`config.mk`:
```
export PLATFORM = sky130hd
export DESIGN_NAME = button_ctrl
export DESIGN_NICKNAME = d
export VERILOG_FILES = /design/src/rtl/button_ctrl_pkg.sv /design/src/rtl/button_ctrl_btn_debounce.sv /design/src/rtl/button_ctrl.sv
export SDC_FILE = /design/constraint.sdc
export NUM_CORES = 1
export LEC_CHECK = 0
export ABC_AREA = 1
export CAP_MARGIN = 0
export CORE_MARGIN = 2
export CORE_UTILIZATION = 50
export DETAILED_ROUTE_END_ITERATION = 10
export PLACE_DENSITY_LB_ADDON = 0.05
export SYNTH_ARGS = -nofsm -noshare
export SYNTH_HDL_FRONTEND = slang
export SYNTH_SLANG_ARGS = --single-unit
```
`constraint.sdc`:
```
create_clock -name clk -period 2.2 [get_ports clk]
set_input_delay 0.66 -clock clk [delete_from_list [all_inputs] [get_ports clk]]
set_output_delay 0.66 -clock clk [all_outputs]
set_load 0.02 [all_outputs]
```
`src/rtl/button_ctrl_pkg.sv`:
```
// ============================================================================
// Module   : button_ctrl_pkg
// Purpose  : Status encodings shared with control_fsm, plus the command bundle.
// Revision : 1.0 - initial release
// ============================================================================
`default_nettype none

package button_ctrl_pkg;

  typedef enum logic [1:0] {
    ST_IDLE    = 2'b00,
    ST_RUNNING = 2'b01,
    ST_PAUSED  = 2'b10,
    ST_ILLEGAL = 2'b11
  } status_e;

  typedef struct packed {
    logic reset;
    logic stop;
    logic start;
  } cmd_t;

  // The toggle button means "stop" only while running; an illegal status issues nothing.
  function automatic cmd_t decode_ss(input logic [1:0] status);
    cmd_t cmd;
    cmd = '0;
    case (status)
      ST_RUNNING:        cmd.stop  = 1'b1;
      ST_IDLE, ST_PAUSED: cmd.start = 1'b1;
      default:           cmd       = '0;
    endcase
    return cmd;
  endfunction

endpackage

`default_nettype wire

```
`src/rtl/button_ctrl_btn_debounce.sv`:
```
// ============================================================================
// Module   : btn_debounce
// Purpose  : 2-flop synchroniser, stable-sample debouncer and registered rise detect.
// Revision : 1.0 - initial release
// ============================================================================
`default_nettype none

module btn_debounce #(
  parameter int DEBOUNCE_CYCLES = 16
) (
  input  logic clk,
  input  logic rst_n,
  input  logic raw,
  output logic level,
  output logic rise
);

  localparam int                C_CNT_W    = $clog2(DEBOUNCE_CYCLES + 1);
  localparam logic [C_CNT_W-1:0] C_CNT_LAST = C_CNT_W'(DEBOUNCE_CYCLES - 1);

  logic [1:0]         sync_q;
  logic [C_CNT_W-1:0] cnt_q, cnt_d;
  logic               level_q, level_d;
  logic               level_prev_q;
  logic               rise_q;

  // The counter stops at C_CNT_LAST, so it can never wrap.
  always_comb begin
    level_d = level_q;
    cnt_d   = '0;
    if (sync_q[1] != level_q) begin
      if (cnt_q == C_CNT_LAST) begin
        level_d = sync_q[1];
      end else begin
        cnt_d = cnt_q + C_CNT_W'(1);
      end
    end
  end

  always_ff @(posedge clk or negedge rst_n) begin
    if (!rst_n) begin
      sync_q       <= '0;
      cnt_q        <= '0;
      level_q      <= 1'b0;
      level_prev_q <= 1'b0;
      rise_q       <= 1'b0;
    end else begin
      sync_q       <= {sync_q[0], raw};
      cnt_q        <= cnt_d;
      level_q      <= level_d;
      level_prev_q <= level_q;
      rise_q       <= level_q & ~level_prev_q;
    end
  end

  assign level = level_q;
  assign rise  = rise_q;

endmodule

`default_nettype wire

```
`src/rtl/button_ctrl.sv`:
```
// ============================================================================
// Module   : button_ctrl
// Purpose  : Push-button front-end producing start/stop/reset pulses for control_fsm.
//            Optional macro LONG_PRESS_RESET_EN adds an SS long-press reset.
// Revision : 1.0 - initial release
// ============================================================================
`default_nettype none

module button_ctrl
  import button_ctrl_pkg::*;
#(
  parameter int DEBOUNCE_CYCLES   = 16,
  parameter int LONG_PRESS_CYCLES = 1000000
) (
  input  logic       clk,
  input  logic       rst_n,
  input  logic       btn_ss_raw,
  input  logic       btn_rst_raw,
  input  logic [1:0] status,
  output logic       start,
  output logic       stop,
  output logic       reset,
  output logic       ss_level,
  output logic       rst_level
);

  logic w_ss_level, w_ss_rise;
  logic w_rst_level, w_rst_rise;
  logic w_long_fire;
  cmd_t cmd_q, cmd_d;
  cmd_t w_ss_cmd;

  btn_debounce #(
    .DEBOUNCE_CYCLES (DEBOUNCE_CYCLES)
  ) u_ss_debounce (
    .clk   (clk),
    .rst_n (rst_n),
    .raw   (btn_ss_raw),
    .level (w_ss_level),
    .rise  (w_ss_rise)
  );

  btn_debounce #(
    .DEBOUNCE_CYCLES (DEBOUNCE_CYCLES)
  ) u_rst_debounce (
    .clk   (clk),
    .rst_n (rst_n),
    .raw   (btn_rst_raw),
    .level (w_rst_level),
    .rise  (w_rst_rise)
  );

`ifdef LONG_PRESS_RESET_EN
  localparam int                 C_HOLD_W    = $clog2(LONG_PRESS_CYCLES);
  localparam logic [C_HOLD_W-1:0] C_HOLD_LAST = C_HOLD_W'(LONG_PRESS_CYCLES - 1);
  localparam logic [C_HOLD_W-1:0] C_HOLD_FIRE = C_HOLD_W'(LONG_PRESS_CYCLES - 2);

  logic [C_HOLD_W-1:0] hold_q, hold_d;

  always_comb begin
    hold_d = hold_q;
    if (!w_ss_level) begin
      hold_d = '0;
    end else if (hold_q != C_HOLD_LAST) begin
      hold_d = hold_q + C_HOLD_W'(1);
    end
  end

  always_ff @(posedge clk or negedge rst_n) begin
    if (!rst_n) begin
      hold_q <= '0;
    end else begin
      hold_q <= hold_d;
    end
  end

  // Fires on the step into the saturated value, so only once per press.
  assign w_long_fire = w_ss_level && (hold_q == C_HOLD_FIRE);
`else
  logic [31:0] w_unused_hold_cfg;
  assign w_unused_hold_cfg = LONG_PRESS_CYCLES;
  assign w_long_fire       = 1'b0;
`endif

  assign w_ss_cmd = decode_ss(status);

  // Reset wins over a coincident start/stop.
  always_comb begin
    cmd_d       = '0;
    cmd_d.reset = w_rst_rise | w_long_fire;
    if (w_ss_rise && !cmd_d.reset) begin
      cmd_d.start = w_ss_cmd.start;
      cmd_d.stop  = w_ss_cmd.stop;
    end
  end

  always_ff @(posedge clk or negedge rst_n) begin
    if (!rst_n) begin
      cmd_q <= '0;
    end else begin
      cmd_q <= cmd_d;
    end
  end

  assign start     = cmd_q.start;
  assign stop      = cmd_q.stop;
  assign reset     = cmd_q.reset;
  assign ss_level  = w_ss_level;
  assign rst_level = w_rst_level;

endmodule

`default_nettype wire

```
==> results.cfg, run 1 <==
[synth]
avgSynthCellArea_um2 = 10.1
ys_ff_latch = 23
postSynthCellCount = 85
ys_seq_area_frac = 0.673
yosysMostFrequentCell = dfrtp_1
synthArstFlopShare = 1.00
ys_warn_count = 0
synthDistinctLibCells = 9
syn_area_um2 = 855
syn_nets = 93
synth-edff-count = 0
ys.flop_type = dfrtp_1
synth_top_area_share = 0.673
synth_common_cells = dfrtp_1, nand2_1, nor2_1
synth_area_leaders = dfrtp_1, nand2_1, nor2_1, inv_1, ha_1
synth_top_area_cell = dfrtp_1

[layout]
fin_area_um2 = 1010
fin_util = 0.647
num_antenna_cells = 0
multi_input_area_um2 = 230
fillers = 137
regArea_um2 = 576
drive_gt1_frac = 0.0400
nets = 109
area_growth_pct = 18.0

[sta]
finalCritPeriodShare = 0.911
maxSlewViolCount = 0
min_period_ns = 2.00
tightest_slew_ns = 0.282
setup_ws_ns = 0.196
rsz0062_at_grt = no
skew_ns = 0.00217
fmax_ghz = 0.499
finalSetupViolations = 0
relSlewSlack = 0.812
tns_ns = 0
final-hold-violation-count = 0

[routing]
finalWirelength_um = 1250
drt_first_iter_violations = 13
viasPerCell = 5.04
routedWlPerCell_um = 10.8
ant_nets = 0
drt_first_pass_iters = 4
drc = 0
num_vias = 585

[cts]
worstSkewPairLatency_ns = 0.30
cts_root_buffer = clkbuf_4
cts_buffers = 3
cts_tree = built
cts.hold.buffers_added = 0
clkTransAtPathRegs_ns = 0.11
cts_resized = 0
cts_setup_buffers = 0
h-tree-depth = 1
clock_sinks = 23
clockBufferDepth = 2

[setup_path]
critPathLaunchType = flip-flop
worst_ep_required_time_ns = 1.54
path_buf_inv = 1
path_max_fanout = 5
endpoint_kind = output pin
crit_arrival_ns = 1.34
max_stage_delay_ns = 0.62
critPathKind = reg -> out
crit_chain = clkdlybuf4s50_1
cp_slowest_cell = clkdlybuf4s50_1
cpLargestDelayFamily = buffers and inverters

[job]
cap_violations = 0

[run_status]
run_status = finished, final reports clean

[placement]
gp_congestion = 0.780
placed_cell_area_um2 = 982
hpwl_um = 921
portBuffers = 10
pre_cts_slack_ns = 0.530

[power_and_ir_drop]
power_leakage_nw = 0.511
ir_drop_mv = 0.428
power_mw = 0.674
power_per_cell_area_nw_per_um2 = 669

[grt]
grt_pass1_wl_um = 2120
grt_start_max_net_pins = 24
grt_pass1_vias = 505
grt-ovfl-total = 0
grt_use_total = 0.147
grt_antenna_before_repair = 0

[die]
ioPinCount = 11
dieHeight_um = 45.3
dieArea_um2 = 2060
start_util = 0.548
core_area_um2 = 1560
row_count = 14
die_w_um = 45.3

[hold_path]
hp-class = reg -> reg
## routing by layer
layer  routed length, um  up-vias  GRT usage
met3                  60        2     0.0240
li1                    -      289          -
met1                 588      276      0.194
met2                 588       18      0.226
met5                   0        -          0
met4                  17        0     0.0941
## worst reg2reg max path: cells and delay by family, from the launching register on
family	cells	cell delay (ns)
DFF	1	0.42
and+or+nand+nor	3	0.33
adders and majority gates	1	0.23
## worst paths after layout
path	from	to	slack, ns	cells past startpoint
worst max register to register	u_ss_debounce.cnt_q[0]	u_ss_debounce.cnt_q[0]	1.12	4
min in group asynchronous	rst_n	u_ss_debounce.sync_q[1]	0.70	2
worst min register to register	u_rst_debounce.sync_q[0]	u_rst_debounce.sync_q[1]	0.36	0
worst min-delay path	u_rst_debounce.sync_q[0]	u_rst_debounce.sync_q[1]	0.36	0
worst max-delay path	u_ss_debounce.level	ss_level	0.20	1
max in group asynchronous	rst_n	u_rst_debounce.cnt_q[3]	1.28	2
## placed cells by master, fill, tap and decap left out, drive strengths merged
cell type / instances
buf: 1
nor3b: 1
nor2: 15
nand4: 4
clkbuf: 4
nand2: 21
xnor2: 2
clkdlybuf4s50: 10
ha: 2
nand3: 4
inv: 13
dfrtp: 23
## sequential cells by signal, indices dropped and copies added (netlist names)
register / cells
u_ss_debounce.level: 1
u_ss_debounce.level_prev_q: 1
u_rst_debounce.level: 1
stop: 1
u_rst_debounce.level_prev_q: 1
u_rst_debounce.cnt_q: 5
u_rst_debounce.rise: 1
u_ss_debounce.cnt_q: 5
reset: 1
u_ss_debounce.rise: 1
u_rst_debounce.sync_q: 2
u_ss_debounce.sync_q: 2
start: 1
## per-stage QoR
step,hold WS [ns],cells
3_3_place_gp,0.333,112
4_1_cts,0.367,116
5_1_grt,0.372,116
6_report,0.365,116
3_5_place_dp,0.339,112
2_1_floorplan,0.331,85
## logic make-up after synthesis
logic type / synth area share
XOR/XNOR: 0.0205
AND/OR/NAND/NOR: 0.220
buffers and inverters: 0.0571
flip-flops: 0.673
adder cells (fa/ha/maj): 0.0293
## area by class of cell
type                            instances  area share
Multi-Input combinational cell         49       0.228
Inverter                               13      0.0484
Tap cell                               16      0.0199
Sequential cell                        23       0.571
Timing Repair Buffer                   11       0.107
Clock buffer                            4      0.0261
## where the power goes
| group | total [mW] | internal [mW] | switching (mW) | leakage, nW |
|---|---|---|---|---|
| Sequential | 0.447 | 0.435 | 0.0118 | 0.307 |
| Combinational | 0.0413 | 0.0197 | 0.0216 | 0.189 |
| Clock | 0.186 | 0.0707 | 0.115 | 0.0150 |
| Total | 0.674 | 0.526 | 0.149 | 0.511 |
Note: power is estimated with default switching activity, not from simulation.
==> run 2: changes to the inputs <==
Settings changed: CORE_UTILIZATION 50 to 40, REMOVE_ABC_BUFFERS from default to 1.
Clock period 2.2 ns to 1.8 ns, I/O delays scaled along.
==> run 2 against run 1 <==
Worst setup slack got worse by 0.013 ns. Sequential cell count did not move. Wire length fell by 5.6%. Highest routed layer unchanged.
==> results.cfg, run 2 (synthesis gave the netlist of run 1 again) <==
[sta]
min_period_ns = 1.62
tns_ns = 0
relSlewSlack = 0.814
maxSlewViolCount = 0
final-hold-violation-count = 0
finalCritPeriodShare = 0.898
rsz0062_at_grt = no
tightest_slew_ns = 0.279
skew_ns = 0.00931
fmax_ghz = 0.619
finalSetupViolations = 0

[cts]
cts.hold.buffers_added = 0
cts_buffers = 3
clock_sinks = 23
worstSkewPairLatency_ns = 0.31
h-tree-depth = 1
clkTransAtPathRegs_ns = 0.12
clockBufferDepth = 2
cts_root_buffer = clkbuf_4
cts_tree = built
cts_setup_buffers = 0

[routing]
ant_nets = 0
num_vias = 550
viasPerCell = 4.33
drt_first_iter_violations = 5
drc = 0
drt_first_pass_iters = 3
finalWirelength_um = 1180
routedWlPerCell_um = 9.32

[layout]
regArea_um2 = 576
multi_input_area_um2 = 230
drive_gt1_frac = 0.0500
fillers = 186
final_cell_count_no_fill = 127
nets = 109
num_antenna_cells = 0
final_cell_mix = dfrtp_1, nand2_1, nor2_1, inv_1, clkdlybuf4s50_1
final_common_cell = dfrtp_1
largestRegisters = u_rst_debounce.cnt_q x5, u_ss_debounce.cnt_q x5
area_growth_pct = 20.4
fin_area_um2 = 1030

[setup_path]
reg2reg_from = u_rst_debounce.cnt_q[0]
cp_slowest_cell = dfrtp_1
critPathLaunchType = flip-flop
max_stage_delay_ns = 0.44
ff2ff_setup_slack_ns = 0.74
crit_start = u_ss_debounce.level
endpoint_kind = output pin
cpLargestDelayFamily = flip-flops
reg2reg_depth = 4
crit_chain = dlygate4sd2_1
critPathKind = reg -> out
cp-endpoint = ss_level
path_buf_inv = 1
path_max_fanout = 5
path_depth = 1
crit_arrival_ns = 1.08
reg2reg_to = u_rst_debounce.cnt_q[3]
worst_ep_required_time_ns = 1.26

[grt]
grt_pass1_wl_um = 2130
grt_antenna_before_repair = 0
grt_use_total = 0.118
grt-ovfl-total = 0
grt_start_max_net_pins = 24
grt_pass1_vias = 518

[die]
row_count = 16
ioPinCount = 11
core_area_um2 = 1980
dieArea_um2 = 2520
dieHeight_um = 50.2
die_w_um = 50.2
start_util = 0.431

[run_status]
run_status = finished, final reports clean

[placement]
gp_congestion = 0.758
placed_cell_area_um2 = 996
hpwl_um = 874
portBuffers = 10
placed_cells = 123

[hold_path]
hp-class = reg -> reg

[power_and_ir_drop]
power_leakage_nw = 0.580
ir_drop_mv = 0.507
power_per_cell_area_nw_per_um2 = 797

[job]
cap_violations = 0
## run 2: changes by cell type in the layout (fill, tap and decap cells not counted), sizes merged
cell           before  now
clkbuf              4    3
dlygate4sd2         0    2
dlymetal6s2s        0    3
clkdlybuf4s50      10    5
clkinv              0    1
## run 2: final cells by class
class,instances,share of cell area
inverter,13,0.0474
sequential,23,0.560
multi-input combinational,49,0.224
clock buffer,3,0.0219
timing repair buffer,11,0.109
tap,27,0.0328
clock inverter,1,0.00487
## run 2: worst min path at each step
stage                             startpoint                  endpoint  slack, ns  depth (start not counted)
global route        u_rst_debounce.sync_q[0]  u_rst_debounce.sync_q[1]       0.37                          0
CTS                 u_rst_debounce.sync_q[0]  u_rst_debounce.sync_q[1]       0.37                          0
finish               u_ss_debounce.sync_q[0]   u_ss_debounce.sync_q[1]       0.36                          0
detailed placement  u_rst_debounce.sync_q[0]  u_rst_debounce.sync_q[1]       0.34                          0
floorplan                              rst_n                     reset       0.24                          0
global placement    u_rst_debounce.sync_q[0]  u_rst_debounce.sync_q[1]       0.34                          0
## run 2: through the flow
stage / power, mW / hold slack (ns) / util / worst slack [ns]
floorplan: 0.577 / 0.244 / - / 0.797
global placement: 0.606 / 0.337 / 0.503 / 0.275
detailed placement: 0.606 / 0.336 / 0.503 / 0.253
CTS: 0.842 / 0.366 / 0.515 / 0.0149
global route: 0.875 / 0.373 / 0.519 / 0.0969
finish: 0.819 / 0.362 / 0.519 / 0.183
## run 2: power by group
group / leakage [nW] / switching (mW) / internal [mW] / total (mW)
combinational: 0.255 / 0.0258 / 0.0239 / 0.0496
clock: 0.0177 / 0.141 / 0.0829 / 0.224
sequential: 0.307 / 0.0134 / 0.532 / 0.545
## run 2: timing repair
action,CTS,global route
gates cloned,0,0
setup endpoints to repair,2,3
resized for setup,2,3
## run 2: layer usage
metal,track usage,up-vias,part of all wire
met2,0.169,11,0.43
met5,0,-,0
met1,0.150,249,0.49
li1,-,288,-
met3,0.0655,2,0.073
met4,0.0417,0,0.0068
